==> config.mk <==
export PLATFORM = sky130hd
export DESIGN_NAME = switch_port
export DESIGN_NICKNAME = d
export VERILOG_FILES = /design/src/rtl/switch_port_pkg.sv /design/src/rtl/switch_debounce.sv /design/src/rtl/switch_port.sv
export SDC_FILE = /design/constraint.sdc
export NUM_CORES = 1
export LEC_CHECK = 0
export CAP_MARGIN = 10
export CORE_UTILIZATION = 59
export DETAILED_ROUTE_END_ITERATION = 12
export GPL_TIMING_DRIVEN = 0
export HOLD_SLACK_MARGIN = 0.08
export PLACE_DENSITY_LB_ADDON = 0.25
export RECOVER_POWER = 50
export SLEW_MARGIN = 20
export SYNTH_ARGS = -nofsm -noshare
export SYNTH_HDL_FRONTEND = slang
export SYNTH_SLANG_ARGS = --single-unit
==> constraint.sdc <==
create_clock -name clock -period 2.8 [get_ports clock]
set_input_delay 0.7 -clock clock [delete_from_list [all_inputs] [get_ports clock]]
set_output_delay 0.7 -clock clock [all_outputs]
set_load 0.05 [all_outputs]
==> src/rtl/switch_port_pkg.sv <==
// Shared definitions for the switch input port: register offsets,
// status bit positions and the debounce state encoding.
package switch_port_pkg;

    localparam logic [1:0] SW_VALUE  = 2'b00;
    localparam logic [1:0] SW_STATUS = 2'b10;

    localparam int ST_CHANGED  = 0;
    localparam int ST_OVERFLOW = 1;

    typedef enum logic {
        STABLE   = 1'b0,
        SETTLING = 1'b1
    } deb_state_e;

endpackage

==> src/rtl/switch_debounce.sv <==
// Two-flop synchroniser plus vector-wide debouncer; publishes the accepted
// switch vector and a single-cycle pulse whenever it changes value.
module switch_debounce
    import switch_port_pkg::*;
#(
    parameter int WIDTH           = 16,
    parameter int DEBOUNCE_CYCLES = 20000
) (
    input  logic             clock,
    input  logic             reset,
    input  logic [WIDTH-1:0] switches,
    output logic [WIDTH-1:0] stable,
    output logic             update
);

    localparam int               CNT_W    = $clog2(DEBOUNCE_CYCLES);
    localparam logic [CNT_W-1:0] CNT_LAST = CNT_W'(DEBOUNCE_CYCLES - 1);

    logic [WIDTH-1:0] sync1_q, sync1_d;
    logic [WIDTH-1:0] sync2_q, sync2_d;
    logic [WIDTH-1:0] cand_q, cand_d;
    logic [WIDTH-1:0] stable_q, stable_d;
    logic [CNT_W-1:0] cnt_q, cnt_d;
    deb_state_e       state_q, state_d;
    logic             update_d;

    always_comb begin
        sync1_d  = switches;
        sync2_d  = sync1_q;
        cand_d   = cand_q;
        stable_d = stable_q;
        cnt_d    = cnt_q;
        state_d  = state_q;
        update_d = 1'b0;
        case (state_q)
            STABLE: begin
                if (sync2_q != cand_q) begin
                    cand_d  = sync2_q;
                    cnt_d   = '0;
                    state_d = SETTLING;
                end
            end
            SETTLING: begin
                if (sync2_q != cand_q) begin
                    cand_d = sync2_q;
                    cnt_d  = '0;
                end else if (cnt_q == CNT_LAST) begin
                    // A glitch that settled back to the old value ends here silently.
                    state_d = STABLE;
                    if (cand_q != stable_q) begin
                        stable_d = cand_q;
                        update_d = 1'b1;
                    end
                end else begin
                    cnt_d = cnt_q + 1'b1;
                end
            end
            default: state_d = STABLE;
        endcase
    end

    always_ff @(posedge clock) begin
        if (reset) begin
            sync1_q  <= '0;
            sync2_q  <= '0;
            cand_q   <= '0;
            stable_q <= '0;
            cnt_q    <= '0;
            state_q  <= STABLE;
        end else begin
            sync1_q  <= sync1_d;
            sync2_q  <= sync2_d;
            cand_q   <= cand_d;
            stable_q <= stable_d;
            cnt_q    <= cnt_d;
            state_q  <= state_d;
        end
    end

    assign stable = stable_q;
    assign update = update_d;

endmodule

==> src/rtl/switch_port.sv <==
// CPU-facing switch peripheral: sticky change/overflow status with
// read-to-clear, and a one-cycle-latency registered read port.
module switch_port
    import switch_port_pkg::*;
#(
    parameter int WIDTH           = 16,
    parameter int DEBOUNCE_CYCLES = 20000
) (
    input  logic             clock,
    input  logic             reset,
    input  logic [WIDTH-1:0] switches,
    input  logic             ior,
    input  logic             switchcs,
    input  logic [1:0]       swaddr,
    output logic [WIDTH-1:0] ioread_data,
    output logic             read_valid,
    output logic             change_pending
);

    logic [WIDTH-1:0] stable;
    logic             update;

    logic             changed_q, changed_d;
    logic             overflow_q, overflow_d;
    logic [WIDTH-1:0] rdata_q, rdata_d;
    logic             rvalid_q, rvalid_d;
    logic             rd_en;
    logic             status_rd;

    switch_debounce #(
        .WIDTH          (WIDTH),
        .DEBOUNCE_CYCLES(DEBOUNCE_CYCLES)
    ) u_debounce (
        .clock   (clock),
        .reset   (reset),
        .switches(switches),
        .stable  (stable),
        .update  (update)
    );

    always_comb begin
        rd_en      = ior && switchcs;
        status_rd  = rd_en && (swaddr == SW_STATUS);
        changed_d  = changed_q;
        overflow_d = overflow_q;
        if (update) begin
            changed_d = 1'b1;
            if (changed_q) overflow_d = 1'b1;
        end
        // Read-to-clear: clear beats set for overflow, a fresh update keeps changed.
        if (status_rd) begin
            overflow_d = 1'b0;
            changed_d  = update;
        end

        rdata_d  = '0;
        rvalid_d = rd_en;
        if (rd_en) begin
            case (swaddr)
                SW_VALUE: rdata_d = stable;
                SW_STATUS: begin
                    rdata_d[ST_CHANGED]  = changed_q;
                    rdata_d[ST_OVERFLOW] = overflow_q;
                end
                default: rdata_d = '0;
            endcase
        end
    end

    always_ff @(posedge clock) begin
        if (reset) begin
            changed_q  <= 1'b0;
            overflow_q <= 1'b0;
            rdata_q    <= '0;
            rvalid_q   <= 1'b0;
        end else begin
            changed_q  <= changed_d;
            overflow_q <= overflow_d;
            rdata_q    <= rdata_d;
            rvalid_q   <= rvalid_d;
        end
    end

    assign ioread_data    = rdata_q;
    assign read_valid     = rvalid_q;
    assign change_pending = changed_q;

endmodule

==> impl_metrics.env <==
export IMPL_fin_worst_skew_ps=13.1
export IMPL_avgSynthCellArea_um2=10.6
export IMPL_routedWlPerCell_um=12.7
export IMPL_hp_start="u_debounce.sync1_q[11]"
export IMPL_final_common_cell="dfxtp_1"
export IMPL_synthesis_area_um2=3660
export IMPL_synthArstFlopShare_pct=0
export IMPL_required_ps=2100
export IMPL_slew_headroom_pct=62.1
export IMPL_synth_warnings=0
export IMPL_pwr_share_clk_pct=36.5
export IMPL_worstMarginPinSlew_ps=562
export IMPL_clkTransAtPathRegs_ps=90
export IMPL_num_vias=2346
export IMPL_die_area_um2=6530
export IMPL_timing_final_ws_setup_ps=522
export IMPL_chipWidth_um=80.8
export IMPL_synthCells=344
export IMPL_period_share_pct=81.4
export IMPL_die_h_um=80.8
export IMPL_fin_util_pct=73.0
export IMPL_crit_type="reg2out"
export IMPL_holdBufCountCts=0
export IMPL_numPortBuffers=39
export IMPL_cp_data_arrival_time_ps=1580
export IMPL_synth_edf_count=0
export IMPL_cp_top_family="buffers and inverters"
export IMPL_min_path_type="reg2reg"
export IMPL_fmax_mhz=439
export IMPL_first_global_vias=2228
export IMPL_total_power_mw=2.49
export IMPL_synth_seq_cells=99
export IMPL_drt_wl_total_mm=5.99
export IMPL_final_cells=473
export IMPL_cts_path_max_buffers=2
export IMPL_path_cells="clkdlybuf4s50_1"
export IMPL_p_sw_share_pct=21.9
export IMPL_slew_viol_final=0
export IMPL_cp_startpoint="change_pending"
export IMPL_grt_usage_pct=20.8
export IMPL_avgViaCountPerCell=4.96
export IMPL_dpl_cell_area_um2=4150
export IMPL_io_pins=40
export IMPL_synthFlopType="dfxtp_1"
export IMPL_whs_ps=440
export IMPL_antenna_found_initial=0
export IMPL_p_seq_share_pct=58.3
export IMPL_syn_num_nets=367
export IMPL_cap_violations=0
export IMPL_internal_power_mw=1.95
export IMPL_cp_slowest_cell="clkdlybuf4s50_1"
export IMPL_rsz0062_at_grt="false"
export IMPL_initial_core_util_pct=61.5
export IMPL_r2r_slack_ps=780
export IMPL_p_leak_nw=1.60
export IMPL_place_ws_ps=237
export IMPL_cts_root_buf="clkbuf_8"
export IMPL_drtIter0Drc=76
export IMPL_power_switching_mw=0.546
export IMPL_cts_buffers=9
export IMPL_grt_overflow=0
export IMPL_detail_route_antenna_nets=0
export IMPL_cts_setup_buffers=0
export IMPL_tritoncts="built"
export IMPL_crit_buf_inv=1
export IMPL_hold_viol=0
export IMPL_synthToLayoutAreaGrowth_pct=18.7
export IMPL_cts_max_level=3
export IMPL_slowest_delay_ps=840
export IMPL_crit_fanout=4
export IMPL_tns_ps=0
export IMPL_grt_pass1_wl_mm=10.1
export IMPL_antenna_cells=0
export IMPL_cts_sinks=99
export IMPL_dp_cells=458
export IMPL_row_count=28
export IMPL_status="complete, no violations"
export IMPL_drc_errors=0
export IMPL_critical_path_endpoint_type="output pin"
export IMPL_max_vdd_ir_drop_mv=0.503
export IMPL_power_frac_comb_pct=5.2
export IMPL_final_nets=417
export IMPL_ctsResizeCount=0
export IMPL_power_density_nw_per_um2=573
export IMPL_reg2reg_from="u_debounce.cnt_q[0]"
export IMPL_critPathLaunchType="flip-flop"
export IMPL_drive_above_1_share_pct=5.03
export IMPL_place_gp_congestion=0.878
export IMPL_final_cell_mix="99 x dfxtp_1, 49 x nor2b_1, 38 x clkdlybuf4s50_1"
export IMPL_clock_latency_ps=360
export IMPL_setup_viol=0
export IMPL_place_hpwl_mm=4.47
export IMPL_synth_seq_area_share_pct=54.1
export IMPL_grt_max_degree=17
export IMPL_core_area_um2=5960
export IMPL_dr_pass1_iters=4
export IMPL_synth_cell_types=29
export IMPL_period_minus_slack_ps=2280
export IMPL_fin_area_um2=4350
flip-flops by register name (all words and copies together) (netlist names):
register            cells
overflow_q              1
u_debounce.cand_q      16
u_debounce.sync1_q     16
read_valid              1
u_debounce.sync2_q     16
u_debounce.cnt_q       15
u_debounce.state_q      1
change_pending          1
ioread_data            16
u_debounce.stable      16
path summary, 6_finish.rpt:
kind	to	cells after the start
worst min register to register	u_debounce.sync2_q[11]	1
worst min-delay path	u_debounce.sync2_q[11]	1
worst max-delay path	change_pending	1
worst max register to register	u_debounce.stable[2]	7
synthesized netlist by cell type (4+ instances only):
cell / number / area (um^2)
nor2b_1: 49 / 307
nor2_1: 20 / 75.1
mux2i_1: 18 / 180
and2_1: 14 / 87.6
nor4_1: 4 / 25.0
nand2_1: 7 / 26.3
xor2_1: 27 / 236
xnor2_1: 19 / 166
nand3_1: 7 / 35.0
nand4_1: 11 / 68.8
nand2b_1: 31 / 194
clkbuf_1: 11 / 41.3
dfxtp_1: 99 / 1980
cell families after synthesis:
group | synth area share (%)
AND/OR/NAND/NOR | 26.5
flip-flops | 54.1
XOR/XNOR | 11.0
multiplexers | 4.92
buffers and inverters | 2.08
AO/OA/AOI/OAI | 1.02
adder cells (fa/ha/maj) | 0.341
power by group through the flow:
stage	clock network (mW)	logic, mW	registers (mW)
final	0.909	0.129	1.45
after floorplan	0	0.0798	1.48
after CTS	0.916	0.132	1.45
after global placement	0	0.128	1.49
after detailed placement	0	0.131	1.49
after global routing	0.990	0.143	1.46
layout make-up:
class	instances	area, um^2
inverters	1	3.75
plain buffers	13	72.6
flip-flops and latches	99	1980
well taps	75	93.8
clock inverters	5	63.8
clock buffers	10	138
multi-input cells	231	1610
fillers	435	1610
repair buffers	39	390
routing by layer:
layer  track usage (%)  wire length [um]  part of all wire, %
met5                 0                 0                    0
met4              10.7                87                  1.5
met3              4.16               162                  2.7
met2              33.5              2880                   48
met1              26.4              2850                   48
Power figures use the tool's default switching activity.
